`src/rtl/ysyx_25040109_mdu.sv`:
```
// ysyx_25040109_mdu: RV M-extension multiply/divide unit.
// Uses a restoring divider at one bit per cycle. Multiplication is either an
// iterative shift-add or, with YSYX_25040109_MDU_FAST_MUL_EN defined, a
// single-cycle combinational product. Both builds give bit-identical results.
// A request is accepted at edge T. Fast paths (divide by zero, signed overflow,
// fast multiply) enter DONE at edge T, so out_valid is sampled high at edge T+1.
// Iterative paths finish their last step at edge T+XLEN, so out_valid is
// sampled high at edge T+XLEN+1.
module ysyx_25040109_mdu #(
    parameter int XLEN = 32,
    parameter int TAGW = 5
) (
    input  logic            clk,
    input  logic            rst,
    input  logic            in_valid,
    output logic            in_ready,
    input  logic [2:0]      op,
    input  logic [XLEN-1:0] src1,
    input  logic [XLEN-1:0] src2,
    input  logic [TAGW-1:0] tag_in,
    output logic            out_valid,
    input  logic            out_ready,
    output logic [XLEN-1:0] result,
    output logic [TAGW-1:0] tag_out,
    input  logic            flush
);

    localparam int CW = $clog2(XLEN) + 1;
    localparam logic [XLEN-1:0] MOST_NEG = {1'b1, {(XLEN-1){1'b0}}};

    typedef enum logic [1:0] {ST_IDLE, ST_MUL, ST_DIV, ST_DONE} state_t;

    state_t            state, state_d;
    logic [2:0]        op_q, op_d;
    logic [TAGW-1:0]   tag_q, tag_d;
    logic [CW-1:0]     cnt, cnt_d;
    // acc holds {remainder, quotient} for divide and {high, low} for multiply.
    logic [2*XLEN-1:0] acc, acc_d;
    // mcand holds the divisor magnitude or the multiplicand magnitude.
    logic [XLEN-1:0]   mcand, mcand_d;
    logic [XLEN-1:0]   res_q, res_d;
    logic              qneg, qneg_d;   // negate the quotient or the product
    logic              rneg, rneg_d;   // negate the remainder (dividend sign)

    // Operand decode at acceptance.
    logic            accept;
    logic            is_div, a_sgn, b_sgn, a_neg, b_neg;
    logic [XLEN-1:0] a_mag, b_mag;
    logic            div_zero, div_ovf;

    assign in_ready = (state == ST_IDLE) && !flush && !rst;
    assign accept   = in_valid && in_ready;
    assign is_div   = op[2];
    // MULH: both signed. MULHSU: src1 signed. MUL and MULHU: unsigned.
    // The low half of MUL does not depend on signedness.
    assign a_sgn    = is_div ? !op[0] : (op[1] ^ op[0]);
    assign b_sgn    = is_div ? !op[0] : (op[1:0] == 2'b01);
    assign a_neg    = a_sgn && src1[XLEN-1];
    assign b_neg    = b_sgn && src2[XLEN-1];
    assign a_mag    = a_neg ? -src1 : src1;
    assign b_mag    = b_neg ? -src2 : src2;
    assign div_zero = (src2 == '0);
    assign div_ovf  = !op[0] && (src1 == MOST_NEG) && (src2 == '1);

    // Shift-add step: add the multiplicand into the high half when the
    // multiplier LSB is set, then shift the whole accumulator right by one.
    logic [XLEN:0]     mul_sum;
    logic [2*XLEN-1:0] mul_step, mul_prod;
    logic [XLEN-1:0]   mul_res;

    assign mul_sum  = {1'b0, acc[2*XLEN-1:XLEN]} + (acc[0] ? {1'b0, mcand} : '0);
    assign mul_step = {mul_sum, acc[XLEN-1:1]};
    assign mul_prod = qneg ? -mul_step : mul_step;
    assign mul_res  = (op_q[1:0] == 2'b00) ? mul_prod[XLEN-1:0] : mul_prod[2*XLEN-1:XLEN];

    // Restoring divide step: shift the next dividend bit into the remainder
    // and subtract the divisor when it fits.
    logic [XLEN:0]     div_shift;
    logic              div_ge;
    logic [XLEN-1:0]   div_rem, div_quo, div_res;
    logic [2*XLEN-1:0] div_step;

    assign div_shift = {acc[2*XLEN-1:XLEN], acc[XLEN-1]};
    assign div_ge    = div_shift >= {1'b0, mcand};
    assign div_rem   = div_ge ? (div_shift[XLEN-1:0] - mcand) : div_shift[XLEN-1:0];
    assign div_quo   = {acc[XLEN-2:0], div_ge};
    assign div_step  = {div_rem, div_quo};
    assign div_res   = op_q[1] ? (rneg ? -div_rem : div_rem)
                               : (qneg ? -div_quo : div_quo);

`ifdef YSYX_25040109_MDU_FAST_MUL_EN
    // Sign- or zero-extend both operands to 2*XLEN bits. The product
    // truncated to 2*XLEN bits is then exact.
    logic [2*XLEN-1:0] fa, fb, fprod;
    logic [XLEN-1:0]   fast_res;

    assign fa       = {{XLEN{a_neg}}, src1};
    assign fb       = {{XLEN{b_neg}}, src2};
    assign fprod    = fa * fb;
    assign fast_res = (op[1:0] == 2'b00) ? fprod[XLEN-1:0] : fprod[2*XLEN-1:XLEN];
`endif

    logic last;
    assign last = (cnt == CW'(XLEN - 1));

    // Next-state and datapath logic; flush overrides every state.
    always_comb begin
        state_d = state;
        op_d    = op_q;
        tag_d   = tag_q;
        cnt_d   = cnt;
        acc_d   = acc;
        mcand_d = mcand;
        res_d   = res_q;
        qneg_d  = qneg;
        rneg_d  = rneg;
        case (state)
            ST_IDLE: begin
                if (accept) begin
                    op_d  = op;
                    tag_d = tag_in;
                    cnt_d = '0;
                    if (is_div) begin
                        if (div_zero) begin
                            res_d   = op[1] ? src1 : '1;
                            state_d = ST_DONE;
                        end else if (div_ovf) begin
                            res_d   = op[1] ? '0 : MOST_NEG;
                            state_d = ST_DONE;
                        end else begin
                            acc_d   = {{XLEN{1'b0}}, a_mag};
                            mcand_d = b_mag;
                            qneg_d  = a_neg ^ b_neg;
                            rneg_d  = a_neg;
                            state_d = ST_DIV;
                        end
                    end else begin
`ifdef YSYX_25040109_MDU_FAST_MUL_EN
                        res_d   = fast_res;
                        state_d = ST_DONE;
`else
                        acc_d   = {{XLEN{1'b0}}, b_mag};
                        mcand_d = a_mag;
                        qneg_d  = a_neg ^ b_neg;
                        rneg_d  = 1'b0;
                        state_d = ST_MUL;
`endif
                    end
                end
            end
            ST_MUL: begin
                acc_d = mul_step;
                cnt_d = cnt + CW'(1);
                if (last) begin
                    res_d   = mul_res;
                    state_d = ST_DONE;
                end
            end
            ST_DIV: begin
                acc_d = div_step;
                cnt_d = cnt + CW'(1);
                if (last) begin
                    res_d   = div_res;
                    state_d = ST_DONE;
                end
            end
            ST_DONE: begin
                if (out_ready) begin
                    res_d   = '0;
                    state_d = ST_IDLE;
                end
            end
            default: state_d = ST_IDLE;
        endcase
        if (flush) begin
            res_d   = '0;
            state_d = ST_IDLE;
        end
    end

    // State and datapath registers. Reset discards any operation in flight.
    always_ff @(posedge clk or posedge rst) begin
        if (rst) begin
            state <= ST_IDLE;
            op_q  <= '0;
            tag_q <= '0;
            cnt   <= '0;
            acc   <= '0;
            mcand <= '0;
            res_q <= '0;
            qneg  <= 1'b0;
            rneg  <= 1'b0;
        end else begin
            state <= state_d;
            op_q  <= op_d;
            tag_q <= tag_d;
            cnt   <= cnt_d;
            acc   <= acc_d;
            mcand <= mcand_d;
            res_q <= res_d;
            qneg  <= qneg_d;
            rneg  <= rneg_d;
        end
    end

    assign out_valid = (state == ST_DONE);
    assign result    = out_valid ? res_q : '0;
    assign tag_out   = tag_q;

endmodule
```
`config.mk`:
```
export PLATFORM = sky130hd
export DESIGN_NAME = ysyx_25040109_mdu
export DESIGN_NICKNAME = d
export VERILOG_FILES = /design/src/rtl/ysyx_25040109_mdu.sv
export SDC_FILE = /design/constraint.sdc
export NUM_CORES = 1
export LEC_CHECK = 0
export CAP_MARGIN = 5
export CORE_MARGIN = 5
export CORE_UTILIZATION = 45
export DETAILED_ROUTE_END_ITERATION = 8
export DONT_BUFFER_PORTS = 1
export PLACE_DENSITY = 0.65
export SYNTH_ARGS = -nofsm -noshare
export SYNTH_HDL_FRONTEND = slang
export SYNTH_SLANG_ARGS = --single-unit
```
`constraint.sdc`:
```
create_clock -name clk -period 5.6 [get_ports clk]
set_clock_uncertainty 0.15 [all_clocks]
set_input_delay 1.12 -clock clk [delete_from_list [all_inputs] [get_ports clk]]
set_output_delay 1.12 -clock clk [all_outputs]
set_load 0.1 [all_outputs]
```
==> impl_results.md, run 1 <==
* Status: complete, no violations
* Detailed-route via count at between 15,000 and 20,000
* Final Util at 0.480
* CTS tree: built
* DR iter-0 viols at between 2,000 and 2,500
* Pleak at roughly 0.0077 uW
* Die height at around 210 um
* Fin crit share at 0.932
* Register area share after synthesis at 0.203
* Final instance area at about 0.019 mm^2
* Root buf cell: clkbuf_16
* H-Tree Depth at 4
* Clock buffer depth at 2
* Total nets after synthesis at ~2,700
* Initial antenna violation count at 1
* Critical Path Fanout Max at 5
* Worst path required time at approximately 5800 ps
* Post-DP HPWL at 59.9 mm
* Clock slew at reported path FFs at about 70 ps
* Fmax at approximately 190 MHz
* Postcts setup bufs at 0
* M1 GR Usage at 0.451
* Worst rel slew slack at 0.278
* Syn Area/Cell at 7.09 um^2
* Worst slack, placed at between 300 and 400 ps
* Initial Util at 0.452
* Post-synthesis async set-or-reset flop share at 1.00
* Clock latency on the worst-skew pair at 470 ps
* Post-synth cell types at 95
* RR Endpoint: res_q[31]
* # IOs at 116
* CTS buffer count at 17
* Total wire length at approximately 77 mm
* # DRC at 0
* Share of cells above drive strength 1 at 0.0692
* Post-synth EDFFs at 0
* Flops & latches, synth at roughly 150
* Number of max-cap violations at 0
* P per Cell Area at 499 mW/mm^2
* Placed cell area at between 0.015 and 0.02 mm^2
* Drt pass-1 iters at 6
* R2R cell count at 16
* GRT busiest layer: met2
* R2r startpoint: acc[31]
* Crit. End Element: flop
* Crit-path cells: inv_1, ha_1, inv_1, fa_1, a21o_1, a221oi_2, buf_4, o31ai_1, xnor2_1, a2111oi_0, and4_1, a22oi_1, nand2b_1, nor4_1, mux2i_1, a31oi_1
* Synthesis Warnings at 0
* Hold Crit Depth at 1
* Vias in the first global route at 18,300
* # port buffers at 0
* Die X at about 210 um
* Final antenna-violating net count at 0
* Max-slew violation count at 0
* Area growth from synthesis to layout at 6.07%
* Min Tclk post-route at roughly 5200 ps
* Die footprint at 0.0438 mm^2
* Grt met2 use at 0.520
* Grt ovf at 0
* FP Rows at 73
* WL per Instance at ~26 um
* GRT Total Usage at 0.337
* Startpoint Class: flop
* Clock sinks at roughly 150
* Largest stage delay on the critical path at roughly 660 ps
* Reg2Reg Setup Slack at around 380 ps
* Peak supply drop at about 0.29 mV
* Top delay family on crit path: compound AO/OA/AOI/OAI gates
* Hold Fails Final Rpt at 0
* Largest net degree at the start of global routing at between 90 and 100
* CP max stage cell: a2111oi_0
* Crit path buf inv count at 3
* Setup Total Neg Slack at 0 ps
* Antenna diode count at 0
* Cell mode on critical path: inv_1
* RePlAce Congestion at between 1 and 1.5
* RSZ-0062 raised after global routing: false
* Worst-margin pin slew at approximately 1100 ps
* Worst hold-check path type: reg2reg
* Vias per cell at 6.66
* Final worst slack at about 380 ps
* Crit path DAT at 5400 ps
* Final setup vio count at 0
* Met3 usage at 0.0726
* Crit path kind: reg2reg
* Final layout net count at between 2,000 and 3,000
* Mapped cell area at 0.0179 mm^2
* First-pass GRT wire length at between 100 and 150 mm
* Hold EP: res_q[0]
* Synth Flop Type: dfrtp_1
* HP Start: res_q[0]
* Core footprint at 0.0395 mm^2
* Mapped Cells at 2,523
-- where the power goes --
group | switching, uW | total (uW) | internal (uW)
Sequential | 670 | 2040 | 1370
Combinational | 4150 | 6240 | 2100
Clock | 525 | 1190 | 664
-- synth_stat cells, drive strengths merged (27+ instances only) --
cell | number | share of area
nand2 | 337 | 0.071
nand4 | 29 | 0.010
nor3 | 64 | 0.018
nor2 | 233 | 0.049
nand3 | 51 | 0.015
ha | 77 | 0.054
a211oi | 29 | 0.012
a21oi | 171 | 0.048
o31ai | 66 | 0.028
and2 | 51 | 0.018
inv | 74 | 0.016
o21ai | 276 | 0.077
xor2 | 75 | 0.037
xnor2 | 131 | 0.064
clkbuf | 165 | 0.035
or3 | 36 | 0.013
dfrtp | 145 | 0.20
a31oi | 27 | 0.0094
-- per-layer routing --
layer,vias to the layer above,share of wire
li1,8958,-
met1,9367,0.40
met2,1152,0.44
met3,204,0.10
met4,0,0.054
met5,-,0
-- cell usage in the layout, fill, tap and decap left out, types with 10 or more instances in the layout --
cell,instances
ha_1,74
o21a_1,18
o31ai_1,65
o21ai_1,34
nor4_1,24
or3_1,35
a211o_1,12
a22oi_1,22
o211ai_1,26
inv_1,72
buf_4,63
nand2_1,336
nand4_1,29
a221oi_1,20
o31a_1,12
nand2b_1,19
o221ai_1,10
nor3_1,62
nor2_1,231
a31oi_1,27
mux2i_1,25
dfrtp_1,144
and2_1,51
o21ai_0,241
nand3_1,50
xor2_1,75
and3_1,16
clkbuf_16,18
or2_2,11
mux2_2,16
a21oi_1,171
or4_1,18
a211oi_1,26
o41ai_1,13
a221o_1,26
a22o_1,12
a21o_1,20
xnor2_1,131
-- cell type report --
cell class	count	area (um^2)
flip-flops and latches	145	3630
clock inverters	12	136
multi-input cells	2109	13300
fillers	4039	20600
well taps	525	657
clock buffers	18	439
repair buffers	67	558
inverters	78	298
-- logic make-up (layout without fill, tap and decap cells) --
| logic type | after synthesis | count (layout) | share of synthesized area |
|---|---|---|---|
| mux | 42 | 42 | 0.0247 |
| compound gates | 835 | 835 | 0.304 |
| buf+inv | 269 | 175 | 0.0583 |
| xor+xnor | 206 | 206 | 0.101 |
| fa+ha+maj | 79 | 79 | 0.0561 |
| simple gates | 947 | 947 | 0.253 |
| flops | 145 | 145 | 0.203 |
-- sequential cells by signal (all words and copies together), names as in the netlist --
signal / flops
op_q: 2
mcand: 32
tag_out: 5
cnt: 6
res_q: 32
acc: 64
qneg: 1
state: 2
rneg: 1
-- worst reg2reg max path, stage by stage (launching register included) --
cell	delay [ps]
dfrtp_1	380
inv_1	150
ha_1	220
inv_1	60
fa_1	470
a21o_1	230
a221oi_2	340
buf_4	190
o31ai_1	80
xnor2_1	170
a2111oi_0	660
and4_1	450
a22oi_1	250
nand2b_1	370
nor4_1	440
mux2i_1	350
a31oi_1	130
-- worst max-delay path by stage --
stage / to / startpoint / slack [ps] / cells after the start
finish: res_q[31] / acc[31] / 380 / 16
global placement: res_q[28] / acc[0] / 300 / 15
detailed placement: res_q[28] / acc[0] / 300 / 15
CTS: res_q[28] / acc[0] / 290 / 15
global route: res_q[28] / acc[0] / 40 / 15
floorplan: res_q[15] / flush / 260 / 9
-- timing repair --
action                     CTS  global route
setup endpoints to repair    0             5
hold buffers                 0             0
gates resized for setup      0             1
-- stage by stage --
step,hold slack [ps],cells,power [uW]
after floorplan,291,2523,6130
after global routing,334,2954,10000
after global placement,310,2924,7990
final,323,2954,9480
after detailed placement,308,2924,8060
after CTS,322,2954,9270
No activity file was read; power rests on OpenSTA's default activity.
==> run 2: changes to the inputs <==
--- a/config.mk
+++ b/config.mk
@@ -6,7 +6,7 @@
 export NUM_CORES = 1
 export LEC_CHECK = 0
 export CAP_MARGIN = 5
-export CORE_MARGIN = 5
+export CORE_MARGIN = 8
 export CORE_UTILIZATION = 45
 export DETAILED_ROUTE_END_ITERATION = 8
 export DONT_BUFFER_PORTS = 1
==> impl_results.md, run 2 (synthesis results as in run 1) <==
* Commonest non-fill, non-tap cell in the layout: nand2_1
* Share of cells above drive strength 1 at 0.0730 (+0.00382)
* Initial antenna violation count at 3 (+2)
* Final hold slack at 328 ps (+4.86 ps)
* Internal power at 4120 uW (-0.26%)
* Worst rel slew slack at 0.267 (-0.0110)
* First-pass GRT wire length at 116 mm (+0.90%)
* Status: complete, no violations
* Multi-input gate area at 0.0133 mm^2 (unchanged)
* M1 GR Usage at 0.405 (-0.0456)
* Clock latency on the worst-skew pair at 460 ps (about the same)
* Setup Total Neg Slack at 0 ps (unchanged)
* Vias in the first global route at 17,900 (-1.8%)
* Total wire length at 78.1 mm (+2.1%)
* Final layout net count at 2,582 (+0.31%)
* Fmax at 189 MHz (-1.3%)
* Die footprint at 0.0464 mm^2 (+5.8%)
* Pleak at 0.00775 uW (+0.31%)
* # IOs at 116 (unchanged)
* Met3 usage at 0.0849 (+0.0122)
* Sequential power share at 0.216 (about the same)
* Clk pwr share at 0.124 (-0.002)
* FP Rows at 73 (unchanged)
* Area growth from synthesis to layout at 6.36%
* Total area of sequential cells at 0.00363 mm^2 (unchanged)
* Crit. End Element: flop
* Largest net degree at the start of global routing at 108 (+17%)
* # port buffers at 0 (unchanged)
* Initial Util at 0.453 (+0.00105)
* H-Tree Depth at 4 (unchanged)
* # DRC at 0 (unchanged)
* Top Registers: acc (64), mcand (32), res_q (32)
* Grt met2 use at 0.509 (-0.0107)
* Clock sinks at 145 (unchanged)
* Startpoint Class: flop
* Max FFs per register at 64 (unchanged)
* Grt ovf at 0 (unchanged)
* Drt pass-1 iters at 6 (unchanged)
* RePlAce Congestion at 0.991 (-1.0%)
* Antenna diode count at 0 (unchanged)
* Min Tclk post-route at 5290 ps (+69.6 ps)
* Clock slew at reported path FFs at 70 ps (about the same)
* Worst-margin pin slew at 1100 ps (+16.5 ps)
* Sw power at 5370 uW (+0.42%)
* Non-Filler Instances at 2,964 (+0.34%)
* Post-DP HPWL at 61.8 mm (+3.3%)
* Placed cell area at 0.0184 mm^2 (+0.27%)
* Critical Path Fanout Max at 7 (+2)
* Final setup vio count at 0 (unchanged)
* CTS buffer count at 17 (unchanged)
* GRT Total Usage at 0.323 (-0.0143)
* Crit path DAT at 5460 ps (+60 ps)
* Worst path required time at 5770 ps (about the same)
* Detailed-route via count at 19,600 (-0.26%)
* DP Cell Count at 2,932 (+0.27%)
* Most frequent cells in the layout: nand2_1 (336), o21ai_0 (241), nor2_1 (231), a21oi_1 (171), dfrtp_1 (144)
* Crit path kind: reg2reg
* RSZ-0062 raised after global routing: false
* Largest Register: acc
* DR iter-0 viols at 2,350 (+0.77%)
* CTS tree: built
* Root buf cell: clkbuf_16
* Clock buffer depth at 2 (unchanged)
* GRT busiest layer: met2
* Max-slew violation count at 0 (unchanged)
* Worst hold-check path type: reg2reg
* Final instance area at 0.0190 mm^2 (+0.27%)
* Fin crit share at 0.944 (+0.0124)
* Die height at 215 um (+2.9%)
* Final antenna-violating net count at 0 (unchanged)
* P per Cell Area at 499 mW/mm^2 (-0.14%)
* Hold Fails Final Rpt at 0 (unchanged)
* WL per Instance at 26.4 um (+1.7%)
* Sw frac at 0.565 (+0.00167)
* Core footprint at 0.0395 mm^2 (-0.23%)
* Number of max-cap violations at 0 (unchanged)
* Die X at 215 um (+2.9%)
* Vias per cell at 6.62 (-0.60%)
* Fillers at 4,087 (+1.2%)
* Peak supply drop at 0.252 mV (-12%)
* Reg2Reg Setup Slack at 310 ps (-70 ps)
* Logic gate share of total power at 0.660 (about the same)
[run 2: worst paths after layout]
check / depth (start not counted) / startpoint / end
max in group asynchronous: 2 / rst / acc[35]
worst min-delay path: 2 / res_q[13] / res_q[13]
worst max register to register: 12 / acc[33] / res_q[31]
worst min register to register: 2 / res_q[13] / res_q[13]
min in group asynchronous: 1 / rst / res_q[15]
worst max-delay path: 12 / acc[33] / res_q[31]
[run 2: what timing repair did]
| action | 4_1_cts | 5_1_grt |
|---|---|---|
| setup endpoints to repair | 0 | 1 |
| hold buffers | 0 | 0 |
| resized for setup | 0 | 1 |
| setup buffers | 0 | 0 |
[run 2: worst max-delay path: stages (launching register included)]
cell and delay [ps]:
dfrtp_1 510, ha_1 530, nor2_1 130, a211oi_1 440
o21ai_0 240, a211oi_1 490, o21ai_0 320, a2111oi_0 910
a22oi_1 340, nand2b_1 350, nor4_1 370, mux2i_1 250
a31oi_1 110
[run 2: metrics by stage]
step	power, uW	worst slack [ps]	utilization
floorplan	6130	259	-
global route	10000	3.62	0.482
detailed placement	8100	355	0.468
CTS	9290	317	0.482
finish	9490	313	0.482
global placement	8030	389	0.468
[run 2: routing by layer]
| metal | vias up | part of all wire | wire, um |
|---|---|---|---|
| li1 | 8998 | - | - |
| met1 | 9423 | 0.39 | 30700 |
| met2 | 1003 | 0.45 | 35100 |
| met3 | 199 | 0.10 | 7960 |
| met4 | 6 | 0.054 | 4180 |
| met5 | - | 0.0014 | 110 |
[run 2: layout make-up]
type	instances	share of cell area
Multi-Input combinational cell	2109	0.697
Sequential cell	145	0.191
Tap cell	525	0.0345
Timing Repair Buffer	75	0.0318
Clock buffer	20	0.0240
Inverter	78	0.0156
Clock inverter	12	0.00644
[run 2: power groups by stage]
stage,registers (uW),logic [uW],clock network [uW]
5_1_grt,2080,6720,1220
4_1_cts,2020,6090,1180
6_report,2050,6260,1180
3_3_place_gp,2020,6020,0
2_1_floorplan,1670,4450,0
3_5_place_dp,2040,6070,0
==> run 3: changes to the inputs <==
--- a/config.mk
+++ b/config.mk
@@ -5,9 +5,10 @@
 export SDC_FILE = /design/constraint.sdc
 export NUM_CORES = 1
 export LEC_CHECK = 0
-export CAP_MARGIN = 5
+export CAP_MARGIN = 20
 export CORE_MARGIN = 8
 export CORE_UTILIZATION = 45
+export CTS_BUF_LIST = sky130_fd_sc_hd__clkbuf_16
 export DETAILED_ROUTE_END_ITERATION = 8
 export DONT_BUFFER_PORTS = 1
 export PLACE_DENSITY = 0.65
==> impl_results.md, run 3 (synthesis results as in run 1) <==
* Status: complete, no violations
* Crit path kind: reg2reg
* Die X at 215 um (unchanged)
* Fmax at 187 MHz (-1.1%)
* Worst rel slew slack at 0.266 (-0.00143)
* Worst hold-check path type: reg2reg
* Drt pass-1 iters at 6 (unchanged)
* Most frequent cells in the layout: nand2_1 (336), o21ai_0 (241), nor2_1 (231), a21oi_1 (171), dfrtp_1 (144)
* Total power at 9470 uW (-0.23%)
* Worst-margin pin slew at 1100 ps (+2.14 ps)
* H-Tree Depth at 4 (unchanged)
* Largest Register: acc
* Critical Path Fanout Max at 7 (unchanged)
* Sw frac at 0.567 (+0.00187)
* Crit. End Element: flop
* Share of cells above drive strength 1 at 0.0725 (-0.000440)
* Clk pwr share at 0.121 (-0.003)
* Hold Fails Final Rpt at 0 (unchanged)
* Detailed-route via count at 19,700 (+0.52%)
* Fin crit share at 0.954 (+0.0101)
* FP Rows at 73 (unchanged)
* Internal power at 4100 uW (-0.66%)
* Clock sinks at 145 (unchanged)
* R2r startpoint: acc[33]
* Die footprint at 0.0464 mm^2 (unchanged)
* Peak supply drop at 0.251 mV (-0.19%)
* Max-slew violation count at 0 (unchanged)
* DR iter-0 viols at 2,235 (-4.9%)
* RR Endpoint: res_q[27]
* Hold Crit Depth at 1 (-1)
* Final setup vio count at 0 (unchanged)
* GRT Total Usage at 0.323 (about the same)
* R2R cell count at 12 (unchanged)
* Sequential power share at 0.216 (about the same)
* Startpoint Class: flop
* Initial antenna violation count at 4 (+1)
* Min Tclk post-route at 5340 ps (+56.4 ps)
* Commonest non-fill, non-tap cell in the layout: nand2_1
* # IOs at 116 (unchanged)
* Vias in the first global route at 17,900 (-0.011%)
* Antenna diode count at 0 (unchanged)
* Final layout net count at 2,583 (+0.039%)
* Max FFs per register at 64 (unchanged)
* Pleak at 0.00775 uW (about the same)
* Hold EP: res_q[0]
* RePlAce Congestion at 0.991 (unchanged)
* Grt ovf at 0 (unchanged)
* Root buf cell: clkbuf_16
* Clock latency on the worst-skew pair at 460 ps (about the same)
* P per Cell Area at 497 mW/mm^2 (-0.27%)
* Total wire length at 78.3 mm (+0.22%)
* Vias per cell at 6.65 (+0.49%)
* Initial Util at 0.453 (unchanged)
* CTS tree: built
* Number of max-cap violations at 0 (unchanged)
* Logic gate share of total power at 0.662 (+0.002)
* Area growth from synthesis to layout at 6.40% (about the same)
* Core footprint at 0.0395 mm^2 (unchanged)
* Clock slew at reported path FFs at 70 ps (about the same)
* WL per Instance at 26.4 um (+0.19%)
* HP Start: res_q[0]
* # DRC at 0 (unchanged)
* Top Registers: acc (64), mcand (32), res_q (32)
* Post-DP HPWL at 61.8 mm (unchanged)
* Worst path required time at 5730 ps (-40 ps)
* Clock buffer depth at 2 (unchanged)
* Setup Total Neg Slack at 0 ps (unchanged)
* Reg2Reg Setup Slack at 260 ps (-60 ps)
* RSZ-0062 raised after global routing: false
* CTS buffer count at 17 (unchanged)
* Hold_buf cts at 0 (unchanged)
* Crit path DAT at 5470 ps (about the same)
* Die height at 215 um (unchanged)
* # port buffers at 0 (unchanged)
* First-pass GRT wire length at 116 mm (about the same)
* Largest net degree at the start of global routing at 108 (unchanged)
* Final antenna-violating net count at 0 (unchanged)
* Sw power at 5370 uW (+0.10%)
==> run 3: changes by cell type in the layout (fill, tap and decap cells not counted) <==
cell / before / now
buf_16: 0 / 1
clkbuf_1: 1 / 0
clkbuf_8: 2 / 0
clkinv_1: 4 / 6
inv_1: 72 / 73
==> run 3: cell type report <==
type | instances | area, um^2
Tap cell | 525 | 657
Inverter | 78 | 298
Multi-Input combinational cell | 2109 | 13300
Fill cell | 4083 | 20400
Clock inverter | 15 | 134
Timing Repair Buffer | 76 | 633
Sequential cell | 145 | 3630
Clock buffer | 17 | 425
==> run 3: timing repair <==
action                                 4_1_cts  5_1_grt
resized for setup                            0        1
endpoints found under the hold margin        0        0
setup endpoints to repair                    0        1
buffers inserted                             0        0
==> run 3: power by group through the flow <==
stage	sequential, uW	combinational [uW]	clock, uW
global route	2080	6720	1190
floorplan	1670	4450	0
finish	2050	6270	1150
global placement	2020	6020	0
CTS	2020	6090	1150
detailed placement	2040	6070	0
==> run 3: routing by layer <==
layer	part of all wire	vias up	track usage
met5	0.0016	-	0.0129
met4	0.055	8	0.158
met3	0.11	209	0.0876
met2	0.45	1084	0.509
met1	0.39	9429	0.403
li1	-	9002	-
==> run 3: worst max-delay path, stage by stage (launching register included) <==
cell	delay, ps
dfrtp_1	510
ha_1	540
nor2_1	130
a211oi_1	460
o21ai_0	240
a211oi_1	490
o21ai_0	330
a2111oi_0	910
a22oi_1	350
nand2b_1	360
o31a_1	340
o31ai_1	240
a22oi_1	100
==> run 3: worst max-delay path by stage <==
stage / to / startpoint / slack, ps / depth (start not counted)
6_report: res_q[27] / acc[33] / 260 / 12
5_1_grt: res_q[28] / acc[0] / 2 / 15
4_1_cts: res_q[28] / acc[0] / 320 / 15
3_5_place_dp: res_q[28] / acc[0] / 350 / 15
3_3_place_gp: res_q[28] / acc[0] / 390 / 15
2_1_floorplan: res_q[15] / flush / 260 / 9
==> run 3: metrics by stage <==
stage | hold slack [ps] | utilization | instance area [um^2] | worst slack (ps) | cells
after detailed placement | 317 | 0.468 | 18400 | 355 | 2932
after global placement | 309 | 0.468 | 18400 | 389 | 2932
after global routing | 346 | 0.482 | 19000 | 2.07 | 2965
final | 331 | 0.482 | 19000 | 256 | 2965
after floorplan | 291 | - | 17900 | 259 | 2523
after CTS | 331 | 0.482 | 19000 | 317 | 2964
